[config.mk]
export PLATFORM = sky130hd
export DESIGN_NAME = fb_arbiter_flat
export DESIGN_NICKNAME = d
export VERILOG_FILES = /design/src/rtl/fb_arbiter_if.sv /design/src/rtl/fb_arbiter.sv /design/src/flat_wrapper.sv
export SDC_FILE = /design/constraint.sdc
export NUM_CORES = 1
export LEC_CHECK = 0
export CORE_AREA = 2 2 196 198
export DETAILED_ROUTE_END_ITERATION = 16
export DIE_AREA = 0 0 198 200
export PLACE_DENSITY_LB_ADDON = 0.2
export SYNTH_ARGS = -nofsm -noshare
export SYNTH_HDL_FRONTEND = slang
export SYNTH_SLANG_ARGS = --single-unit
[constraint.sdc]
create_clock -name clk -period 6.4 [get_ports clk]
set_input_delay 0.96 -clock clk [delete_from_list [all_inputs] [get_ports clk]]
set_output_delay 0.96 -clock clk [all_outputs]
set_load 0.02 [all_outputs]
[src/rtl/fb_arbiter_if.sv]
// Bus bundle between the framebuffer arbiter, its VGA and CPU requesters,
// the single-port framebuffer memory and the buffer-swap control.
interface fb_arbiter_if #(
  parameter int ADDR_W = 17
);
  logic              vga_rd;
  logic [39:0]       vga_addr;
  logic [79:0]       vga_data;
  logic              cpu_req;
  logic              cpu_we;
  logic [39:0]       cpu_addr;
  logic [79:0]       cpu_wdata;
  logic [79:0]       cpu_rdata;
  logic              cpu_ack;
  logic              mem_en;
  logic              mem_we;
  logic [ADDR_W-1:0] mem_addr;
  logic [79:0]       mem_wdata;
  logic [79:0]       mem_rdata;
  logic              swap_req;
  logic              frame_end;
  logic              fb_select;
  logic              swap_pending;

  modport slave (
    input  vga_rd, vga_addr, cpu_req, cpu_we, cpu_addr, cpu_wdata,
           mem_rdata, swap_req, frame_end,
    output vga_data, cpu_rdata, cpu_ack, mem_en, mem_we, mem_addr,
           mem_wdata, fb_select, swap_pending
  );

  modport master (
    output vga_rd, vga_addr, cpu_req, cpu_we, cpu_addr, cpu_wdata,
           mem_rdata, swap_req, frame_end,
    input  vga_data, cpu_rdata, cpu_ack, mem_en, mem_we, mem_addr,
           mem_wdata, fb_select, swap_pending
  );
endinterface

[src/rtl/fb_arbiter.sv]
// Framebuffer memory arbiter: VGA reads take strict priority over a 3-state
// CPU access FSM on one memory port; also tracks double-buffer swap requests.
module fb_arbiter #(
  parameter int ADDR_W = 17
) (
  input logic         clk,
  input logic         rst,
  fb_arbiter_if.slave bus
);

  typedef enum logic [1:0] {
    ST_IDLE = 2'd0,
    ST_RD   = 2'd1,
    ST_ACK  = 2'd2
  } state_t;

  state_t            state_q;
  state_t            state_d;
  logic              cpu_issue_s;
  logic              mem_en_s;
  logic              mem_we_s;
  logic [ADDR_W-1:0] mem_addr_s;
  logic              cpu_ack_q;
  logic [79:0]       cpu_rdata_q;
  logic              vga_pend_q;
  logic [79:0]       vga_hold_q;
  logic              fb_select_q;
  logic              fb_select_d;
  logic              swap_pending_q;
  logic              swap_pending_d;
  logic              unused_addr_s;

  // Upper address bits beyond the memory word address carry no meaning here.
  assign unused_addr_s = ^{bus.vga_addr[39:ADDR_W], bus.cpu_addr[39:ADDR_W]};

  // Port issue decision: VGA wins every cycle; CPU only issues from IDLE.
  always_comb begin
    cpu_issue_s = 1'b0;
    mem_en_s    = 1'b0;
    mem_we_s    = 1'b0;
    mem_addr_s  = bus.cpu_addr[ADDR_W-1:0];
    if (rst) begin
      mem_en_s = 1'b0;
    end else if (bus.vga_rd) begin
      mem_en_s   = 1'b1;
      mem_addr_s = bus.vga_addr[ADDR_W-1:0];
    end else if ((state_q == ST_IDLE) && bus.cpu_req) begin
      cpu_issue_s = 1'b1;
      mem_en_s    = 1'b1;
      mem_we_s    = bus.cpu_we;
    end else begin
      cpu_issue_s = 1'b0;
    end
  end

  // CPU access sequencing: writes ack next cycle, reads pass through RD first.
  always_comb begin
    state_d = state_q;
    case (state_q)
      ST_IDLE: begin
        if (cpu_issue_s) begin
          state_d = bus.cpu_we ? ST_ACK : ST_RD;
        end else begin
          state_d = ST_IDLE;
        end
      end
      ST_RD:   state_d = ST_ACK;
      ST_ACK:  state_d = ST_IDLE;
      default: state_d = ST_IDLE;
    endcase
  end

  // A swap arriving together with frame_end takes effect at once; repeats while pending are dropped.
  always_comb begin
    fb_select_d    = fb_select_q;
    swap_pending_d = swap_pending_q;
    if (bus.frame_end && (swap_pending_q || bus.swap_req)) begin
      fb_select_d    = ~fb_select_q;
      swap_pending_d = 1'b0;
    end else if (bus.swap_req) begin
      swap_pending_d = 1'b1;
    end else begin
      swap_pending_d = swap_pending_q;
    end
  end

  // State, CPU return data, VGA return tracking and buffer-select registers.
  always_ff @(posedge clk or posedge rst) begin
    if (rst) begin
      state_q        <= ST_IDLE;
      cpu_ack_q      <= 1'b0;
      cpu_rdata_q    <= 80'd0;
      vga_pend_q     <= 1'b0;
      vga_hold_q     <= 80'd0;
      fb_select_q    <= 1'b0;
      swap_pending_q <= 1'b0;
    end else begin
      state_q        <= state_d;
      cpu_ack_q      <= (state_d == ST_ACK);
      vga_pend_q     <= bus.vga_rd;
      fb_select_q    <= fb_select_d;
      swap_pending_q <= swap_pending_d;
      if (state_q == ST_RD) begin
        cpu_rdata_q <= bus.mem_rdata;
      end
      if (vga_pend_q) begin
        vga_hold_q <= bus.mem_rdata;
      end
    end
  end

  // The return cycle forwards memory data directly so VGA sees 1-cycle latency.
  assign bus.vga_data     = vga_pend_q ? bus.mem_rdata : vga_hold_q;
  assign bus.cpu_rdata    = cpu_rdata_q;
  assign bus.cpu_ack      = cpu_ack_q;
  assign bus.mem_en       = mem_en_s;
  assign bus.mem_we       = mem_we_s;
  assign bus.mem_addr     = mem_addr_s;
  assign bus.mem_wdata    = bus.cpu_wdata;
  assign bus.fb_select    = fb_select_q;
  assign bus.swap_pending = swap_pending_q;

endmodule

[src/flat_wrapper.sv]
// flat-port wrapper written by rule: the top's interface ports become plain ports
module fb_arbiter_flat 
#(
  parameter int ADDR_W = 17
)
  (clk, rst, bus_vga_rd, bus_vga_addr, bus_cpu_req, bus_cpu_we, bus_cpu_addr, bus_cpu_wdata, bus_mem_rdata, bus_swap_req, bus_frame_end, bus_vga_data, bus_cpu_rdata, bus_cpu_ack, bus_mem_en, bus_mem_we, bus_mem_addr, bus_mem_wdata, bus_fb_select, bus_swap_pending);
  fb_arbiter_if #(.ADDR_W(ADDR_W)) bus_i ();
  input logic clk;
  input logic rst;
  input wire logic [$bits(bus_i.vga_rd)-1:0] bus_vga_rd;
  input wire logic [$bits(bus_i.vga_addr)-1:0] bus_vga_addr;
  input wire logic [$bits(bus_i.cpu_req)-1:0] bus_cpu_req;
  input wire logic [$bits(bus_i.cpu_we)-1:0] bus_cpu_we;
  input wire logic [$bits(bus_i.cpu_addr)-1:0] bus_cpu_addr;
  input wire logic [$bits(bus_i.cpu_wdata)-1:0] bus_cpu_wdata;
  input wire logic [$bits(bus_i.mem_rdata)-1:0] bus_mem_rdata;
  input wire logic [$bits(bus_i.swap_req)-1:0] bus_swap_req;
  input wire logic [$bits(bus_i.frame_end)-1:0] bus_frame_end;
  output wire logic [$bits(bus_i.vga_data)-1:0] bus_vga_data;
  output wire logic [$bits(bus_i.cpu_rdata)-1:0] bus_cpu_rdata;
  output wire logic [$bits(bus_i.cpu_ack)-1:0] bus_cpu_ack;
  output wire logic [$bits(bus_i.mem_en)-1:0] bus_mem_en;
  output wire logic [$bits(bus_i.mem_we)-1:0] bus_mem_we;
  output wire logic [$bits(bus_i.mem_addr)-1:0] bus_mem_addr;
  output wire logic [$bits(bus_i.mem_wdata)-1:0] bus_mem_wdata;
  output wire logic [$bits(bus_i.fb_select)-1:0] bus_fb_select;
  output wire logic [$bits(bus_i.swap_pending)-1:0] bus_swap_pending;
  assign bus_i.vga_rd = bus_vga_rd;
  assign bus_i.vga_addr = bus_vga_addr;
  assign bus_i.cpu_req = bus_cpu_req;
  assign bus_i.cpu_we = bus_cpu_we;
  assign bus_i.cpu_addr = bus_cpu_addr;
  assign bus_i.cpu_wdata = bus_cpu_wdata;
  assign bus_i.mem_rdata = bus_mem_rdata;
  assign bus_i.swap_req = bus_swap_req;
  assign bus_i.frame_end = bus_frame_end;
  assign bus_vga_data = bus_i.vga_data;
  assign bus_cpu_rdata = bus_i.cpu_rdata;
  assign bus_cpu_ack = bus_i.cpu_ack;
  assign bus_mem_en = bus_i.mem_en;
  assign bus_mem_we = bus_i.mem_we;
  assign bus_mem_addr = bus_i.mem_addr;
  assign bus_mem_wdata = bus_i.mem_wdata;
  assign bus_fb_select = bus_i.fb_select;
  assign bus_swap_pending = bus_i.swap_pending;
  fb_arbiter #(.ADDR_W(ADDR_W)) u_core (.clk(clk), .rst(rst), .bus(bus_i));
endmodule
# ---- Yosys cells after proc, flatten, opt, wreduce, memory -nomap -nowiden
# Index checks and enable logic that the tools add are counted.
dict set report word_totals {
  latch_bits 0
  out_inout_bits 262
  reg_bits 166
  romBits 0
  word_cells 31
  mem_bits_rw 0
  in_bits 247
  n_memories 0
}
dict set report classes {
  n_shift 0
  div_mod_pow 0
  order_cmp 0
  eq_ne 2
  n_reduce_logical 5
  add_sub_neg 0
  mul 0
  mux 16
  bitwise 1
}
# operator count
set ops {}
lappend ops {{$mux 80} 1}
lappend ops {{$mux 17} 2}
lappend ops {{$mux 1} 10}
lappend ops {{$mux 2} 2}
lappend ops {{$pmux 2 s2} 1}
lappend ops {{$eq 2x1->1 const B} 1}
lappend ops {{$eq 2x2->1 const B} 1}
lappend ops {{$logic_and 1x1->1} 2}
lappend ops {{$logic_not 2->1} 1}
lappend ops {{$reduce_bool 2->1} 1}
lappend ops {{$logic_or 1x1->1} 1}
lappend ops {{$not 1->1} 1}

# ---- Depth between registers and ports, before layout
# Gate-level depths: netlist of the first run.
dict set report logic_depth {
  word_depth 8
  mapped_depth 4
  depth_no_buf 2
}

# ---- Worst setup path after synthesis of the first run
# OpenSTA, ideal clock, no wires.
dict set report synth_path {
  kind {input-to-output}
  startpoint {input port rst}
  endpoint {output port bus_mem_en}
  t_required_ns 5.440
  t_arrival_ns 4.870
  slack_ns 0.570
  n_path_buf 0
  path_stages 2
  cell_sequence {inv_1 o21a_1}
}
dict set report synth_between {
  elab_chain_cells 1
}
# element line
set synth_lines {}
lappend synth_lines {{start, declared} flat_wrapper.sv:9} ;# input logic rst;
lappend synth_lines {{$mux 1} fb_arbiter.sv:42} ;# if (rst) begin
lappend synth_lines {{end, declared} flat_wrapper.sv:22} ;# output wire logic [$bits(bus_i.mem_en)-1:0] bus_mem_en;
# Every way passes these cells.

# ---- Worst setup path after layout of the first run
dict set report layout_path {
  startpoint {register u_core.vga_pend_q}
  endpoint {output port bus_vga_data[50]}
}
dict set report layout_between {
  elab_chain_cells 1
}
# element line
set layout_lines {}
lappend layout_lines {{start, declared} fb_arbiter.sv:25} ;# logic vga_pend_q;
lappend layout_lines {{start signal, assigned} fb_arbiter.sv:100} ;# vga_pend_q <= bus.vga_rd;
lappend layout_lines {{$mux 80} fb_arbiter.sv:113} ;# assign bus.vga_data = vga_pend_q ? bus.mem_rdata : vga_hold_q;
lappend layout_lines {{end, declared} flat_wrapper.sv:19} ;# output wire logic [$bits(bus_i.vga_data)-1:0] bus_vga_data;
# Every way passes these cells.

==> flow_metrics.env, run 1 <==
export IMPL_status="finished clean"
export IMPL_grt_pass1_vias=4738
export IMPL_synth_fp_nets=706
export IMPL_cts_root_buf="clkbuf_16"
export IMPL_setup_viol=0
export IMPL_dp_cells=1177
export IMPL_num_antenna_cells=0
export IMPL_drive_above_1_share_pct=31.0
export IMPL_h_tree_depth=4
export IMPL_vdd_drop_max_mv=0.118
export IMPL_slew_violations=0
export IMPL_synth_ff_type="dfrtp_1"
export IMPL_min_period_over_period_pct=62.4
export IMPL_synth_cells=459
export IMPL_synthToLayoutAreaGrowth_pct=47.1
export IMPL_clkPwrFrac_pct=31.1
export IMPL_clkTransAtPathRegs_ns=0.07
export IMPL_layout_nets=932
export IMPL_hpwlAfterDp_um=16400
export IMPL_switchingPower_mw=1.00
export IMPL_std_cell_rows=71
export IMPL_seq_area_frac_synth_pct=56.2
export IMPL_critPathMaxFanout=51
export IMPL_drcViolationCount=0
export IMPL_antenna_found_initial=0
export IMPL_drt_iter0_drc=90
export IMPL_ys_warn_count=0
export IMPL_cp_data_required_time_ns=5.44
export IMPL_die_w_um=198
export IMPL_combPwrFrac_pct=30.9
export IMPL_numCtsBuffers=17
export IMPL_end_kind="primary output"
export IMPL_gp_congestion=0.651
export IMPL_drtPass1Iterations=4
export IMPL_critPathLaunchType="flip-flop"
export IMPL_ys_ff_latch=166
export IMPL_synth_common_cells="166 x dfrtp_1, 97 x mux2_2, 80 x buf_4, 80 x mux2_4"
export IMPL_cap_violations=0
export IMPL_critPathKind="flip-flop to primary output"
export IMPL_slew_headroom_pct=35.9
export IMPL_core_area_um2=37400
export IMPL_p_seq_share_pct=38.0
export IMPL_syn_avg_cell_area_um2=16.1
export IMPL_synthArstFlopShare_pct=100
export IMPL_start_util_pct=19.8
export IMPL_dieArea_um2=39600
export IMPL_cp_arrival_ns=3.03
export IMPL_whs_ns=0.477
export IMPL_fmax_mhz=250
export IMPL_post_cts_setup_buffer_count=0
export IMPL_clk_insertion_delay_late_ns=0.43
export IMPL_nFillCells=3812
export IMPL_ant_nets=0
export IMPL_final_cells=1207
export IMPL_final_hold_viol_count=0
export IMPL_grt_max_degree=70
export IMPL_cts_tree="built"
export IMPL_drt_wl_total_um=22500
export IMPL_post_route_util_pct=29.1
export IMPL_boundaryPins=509
export IMPL_cts_sinks=166
export IMPL_dr_total_vias=4384
export IMPL_fin_tns_setup_ns=0
export IMPL_yosysTopAreaCell="dfrtp_1"
export IMPL_internal_power_mw=2.50
export IMPL_p_leak_nw=4.62
export IMPL_period_minus_slack_ns=3.99
export IMPL_synth_top_area_share_pct=56.2
export IMPL_min_path_type="flip-flop to flip-flop"
export IMPL_groute_usage_overall_pct=11.4
export IMPL_ctsLongestPathBuffers=2
export IMPL_place_ws_ns=2.36
export IMPL_synth_edff_count=0
export IMPL_post_drt_wl_per_cell_um=18.7
export IMPL_grt_pass1_wl_um=32500
export IMPL_p_per_area_nw_per_um2=322
export IMPL_grt_ovfl_total=0
export IMPL_synth_most_common_cell="dfrtp_1"
export IMPL_via_per_inst=3.63
export IMPL_io_buffers=302
export IMPL_fp_dieH_um=200
export IMPL_post_cts_resized=0
export IMPL_synthTopCellsByArea="dfrtp_1 56%, mux2_4 16%, mux2_2 15%"
export IMPL_synth_distinct_cells=21
export IMPL_sw_frac_of_total_pct=28.7
export IMPL_skew_ns=0.00855
export IMPL_tightest_slew_ns=0.962
export IMPL_finalWorstSetupSlack_ns=2.41
export IMPL_syn_area_um2=7390
export IMPL_hold_buffers=0
export IMPL_rsz0062_at_grt="no"
==> cell families (layout without fill, tap and decap cells) <==
family,count (synthesis),in the layout,share of synthesized area [%]
mux,177,177,31.0
flops,166,166,56.2
buf+inv,102,339,11.4
simple gates,9,9,0.897
compound gates,4,4,0.305
xor+xnor,1,1,0.119
==> power by group through the flow <==
stage	Clock, mW	Sequential, mW	Combinational (mW)
2_1_floorplan	0	1.50	0.464
3_3_place_gp	0	1.34	1.10
3_5_place_dp	0	1.35	1.10
4_1_cts	1.14	1.33	1.10
5_1_grt	1.18	1.35	1.14
6_report	1.09	1.33	1.08
==> cell type report <==
cell class	count	area (µm²)	share of cell area, %
clock buffer	21	480	4.42
clock inverter	9	125	1.15
inverter	2	12.5	0.115
multi-input combinational	191	2400	22.1
sequential	166	4160	38.2
tap	511	639	5.88
timing repair buffer	307	3060	28.1
==> per-layer routing <==
| layer | vias up | GRT usage [%] | wire length [µm] |
|---|---|---|---|
| met5 | - | 0 | 0 |
| met4 | 0 | 6.43 | 809 |
| met3 | 61 | 3.76 | 1650 |
| met2 | 207 | 19.2 | 11300 |
| met1 | 2173 | 12.8 | 8740 |
| li1 | 1943 | - | - |
==> sequential cells by signal, indices dropped and copies added, names as in the netlist <==
signal	count
u_core.bus.cpu_rdata	80
u_core.vga_hold_q	80
u_core.state_q	2
u_core.bus.cpu_ack	1
u_core.bus.fb_select	1
u_core.bus.swap_pending	1
u_core.vga_pend_q	1
==> path summary, 6_finish.rpt <==
path | start | end | slack, ns | cells after the start
worst min-delay path | u_core.bus.fb_select | u_core.bus.fb_select | 0.48 | 1
max in group asynchronous | rst | u_core.bus.cpu_rdata[71] | 4.06 | 3
min in group asynchronous | rst | u_core.state_q[0] | 1.16 | 2
worst max-delay path | u_core.vga_pend_q | bus_vga_data[50] | 2.41 | 3
worst min register to register | u_core.bus.fb_select | u_core.bus.fb_select | 0.48 | 1
worst max register to register | u_core.state_q[1] | u_core.bus.cpu_rdata[25] | 3.90 | 3
==> cell usage in the layout (no fill, tap or decap) <==
cell type        netlist  routed
a21oi_1                2       2
inv_6                  0       1
xnor2_1                1       1
dfrtp_4                0       1
nor3b_1                1       1
mux2_4                80      80
nor2_1                 2       2
or4b_1                 1       1
o21a_1                 1       1
mux2_2                97      97
nor2b_1                1       1
buf_4                 80       5
clkinvlp_4             0       2
inv_1                  2       1
bufinv_16              0       3
clkdlybuf4s50_1        0     302
clkbuf_8               0       4
nor3b_2                1       1
o21ai_0                1       1
clkbuf_16              0      17
nand4bb_1              1       1
nor3_1                 1       1
clkinv_2               0       4
dfrtp_1              166     165
nand2b_4               0       1
==> worst max-delay path, stage by stage (launching register included) <==
cell	delay (ns)
dfrtp_4	0.96
buf_4	0.55
mux2_2	0.41
clkdlybuf4s50_1	0.59
==> metrics by stage <==
| step | power (mW) | cell area (µm²) |
|---|---|---|
| after floorplan | 1.96 | 7390 |
| after global placement | 2.44 | 10300 |
| after detailed placement | 2.45 | 10300 |
| after CTS | 3.57 | 10900 |
| after global routing | 3.68 | 10900 |
| final | 3.50 | 10900 |
(Power assumes the default switching activity.)
==> run 2: changes to the inputs <==
==> constraint.sdc (replaced) <==
create_clock -name clk -period 3.8 [get_ports clk]
set_input_delay 0.57 -clock clk [delete_from_list [all_inputs] [get_ports clk]]
set_output_delay 0.57 -clock clk [all_outputs]
set_load 0.02 [all_outputs]
==> run 2 against run 1 <==
Net effect:
- die area did not move
- non-clock buffer count grew 2
- sequential share of layout area fell by 0.13 points
==> flow_metrics.env, run 2 (synthesized netlist as in run 1, its figures left out) <==
export IMPL_drt_wl_total_um=21100
export IMPL_cts_tree="built"
export IMPL_io_buffers=302
export IMPL_crit_slowest_cell="clkdlybuf4s50_1"
export IMPL_rrSetupSlack_ns=1.76
export IMPL_mostFrequentLayoutCells="302 x clkdlybuf4s50_1, 165 x dfrtp_1, 97 x mux2_2, 80 x mux2_4, 17 x clkbuf_16"
export IMPL_post_cts_resized=0
export IMPL_clk_insertion_delay_late_ns=0.44
export IMPL_skew_ns=0.00937
export IMPL_p_per_area_nw_per_um2=537
export IMPL_critPathKind="input port to primary output"
export IMPL_start_util_pct=19.8
export IMPL_nFillCells=3841
export IMPL_min_period_over_period_pct=80.9
export IMPL_critPathMaxFanout=17
export IMPL_drcViolationCount=0
export IMPL_final_common_cell="clkdlybuf4s50_1"
export IMPL_drtPass1Iterations=3
export IMPL_grt_pass1_vias=4916
export IMPL_placed_area_um2=10300
export IMPL_ctsLongestPathBuffers=2
export IMPL_critPathLaunchType="input port"
export IMPL_cts_root_buf="clkbuf_16"
export IMPL_min_from="u_core.bus.fb_select"
export IMPL_dr_total_vias=4432
export IMPL_numCtsBuffers=17
export IMPL_crit_family="buffers and inverters"
export IMPL_cts_sinks=166
export IMPL_min_path_type="flip-flop to flip-flop"
export IMPL_grt_pass1_wl_um=31000
export IMPL_grt_max_degree=124
export IMPL_r2r_start="u_core.state_q[1]"
export IMPL_h_tree_depth=4
export IMPL_cp_data_required_time_ns=3.23
export IMPL_via_per_inst=3.66
export IMPL_fin_tns_setup_ns=0
export IMPL_final_area_um2=10900
export IMPL_grt_ovfl_total=0
export IMPL_num_antenna_cells=0
export IMPL_core_area_um2=37400
export IMPL_slew_headroom_pct=41.2
export IMPL_boundaryPins=509
export IMPL_drt_iter0_drc=86
export IMPL_post_drt_wl_per_cell_um=17.4
export IMPL_dp_cells=1179
export IMPL_end_kind="primary output"
export IMPL_final_cells=1211
export IMPL_cp_arrival_ns=2.50
export IMPL_p_leak_nw=4.63
export IMPL_drive_above_1_share_pct=31.3
export IMPL_std_cell_rows=71
export IMPL_vdd_drop_max_mv=0.293
export IMPL_rsz0062_at_grt="no"
export IMPL_die_w_um=198
export IMPL_critPathMaxStageDelay_ns=0.55
export IMPL_hold_buffers=0
export IMPL_status="finished clean"
export IMPL_ant_nets=0
export IMPL_slew_violations=0
export IMPL_cap_violations=0
export IMPL_crit_start="bus_vga_rd"
export IMPL_hpwlAfterDp_um=14800
export IMPL_setup_viol=0
export IMPL_crit_top_cell="clkdlybuf4s50_1"
export IMPL_fp_dieH_um=200
export IMPL_synthToLayoutAreaGrowth_pct=47.6
export IMPL_gp_congestion=0.670
export IMPL_post_cts_setup_buffer_count=0
export IMPL_layout_nets=934
export IMPL_fmax_mhz=325
export IMPL_crit_buf_inv=3
export IMPL_post_route_util_pct=29.2
export IMPL_final_hold_viol_count=0
export IMPL_cp_cell_sequence="clkdlybuf4s50_1, nor2b_1, buf_4, mux2_2, clkdlybuf4s50_1"
export IMPL_tightest_slew_ns=0.882
export IMPL_dieArea_um2=39600
export IMPL_groute_usage_overall_pct=10.7
export IMPL_period_minus_slack_ns=3.07
export IMPL_antenna_found_initial=0
export IMPL_clkTransAtPathRegs_ns=0.06
[run 2: cell types whose count changed in the layout (fill, tap and decap cells not counted)]
cell        before  now
inv_6            1    6
clkinvlp_4       2    3
buf_4            5    4
clkinv_4         0    2
clkinv_2         4    1
bufinv_16        3    2
clkbuf_1         0    1
inv_8            0    1
clkbuf_8         4    0
buf_12           0    3
[run 2: worst paths after layout]
check / endpoint / cells after the start
min in group asynchronous: u_core.bus.cpu_ack / 3
max in group asynchronous: u_core.bus.cpu_rdata[3] / 4
min reg2reg: u_core.bus.fb_select / 1
max: bus_mem_addr[14] / 5
min: u_core.bus.fb_select / 1
max reg2reg: u_core.bus.cpu_rdata[67] / 3
[run 2: report_power, final]
part / internal, mW / switching [mW] / leakage [nW]
combinational: 1.04 / 0.795 / 2.40
clock: 0.987 / 0.812 / 0.285
sequential: 2.08 / 0.148 / 1.94
total: 4.10 / 1.76 / 4.63
[run 2: layer usage]
layer / wire length [µm] / part of all wire, % / vias up / global-route usage [%]
li1: - / - / 1954 / -
met1: 8590 / 41 / 2201 / 12.6
met2: 10300 / 49 / 234 / 17.3
met3: 1830 / 8.7 / 43 / 4.67
met4: 420 / 2.0 / 0 / 3.79
met5: 0 / 0 / - / 0
[run 2: final cells by class]
class / count / area, µm² / share of cell area [%]
multi-input cells: 191 / 2400 / 22.0
clock buffers: 18 / 429 / 3.93
inverters: 2 / 11.3 / 0.103
well taps: 511 / 639 / 5.86
flip-flops and latches: 166 / 4160 / 38.1
repair buffers: 309 / 3110 / 28.5
clock inverters: 14 / 161 / 1.48
[run 2: worst reg2reg max path, delay by kind of cell, from the launching register on]
| kind | cells | cell delay, ns |
|---|---|---|
| simple gates | 1 | 0.73 |
| mux | 1 | 0.34 |
| flops | 1 | 0.41 |
| buf+inv | 1 | 0.45 |
[run 2: metrics by stage]
| stage | hold slack (ns) | total power [mW] | setup WS, ns |
|---|---|---|---|
| 2_1_floorplan | 0.451 | 3.31 | -0.180 |
| 3_3_place_gp | 0.470 | 4.12 | 0.725 |
| 3_5_place_dp | 0.463 | 4.12 | 0.700 |
| 4_1_cts | 0.481 | 5.99 | 0.686 |
| 5_1_grt | 0.501 | 6.17 | 0.639 |
| 6_report | 0.478 | 5.86 | 0.726 |
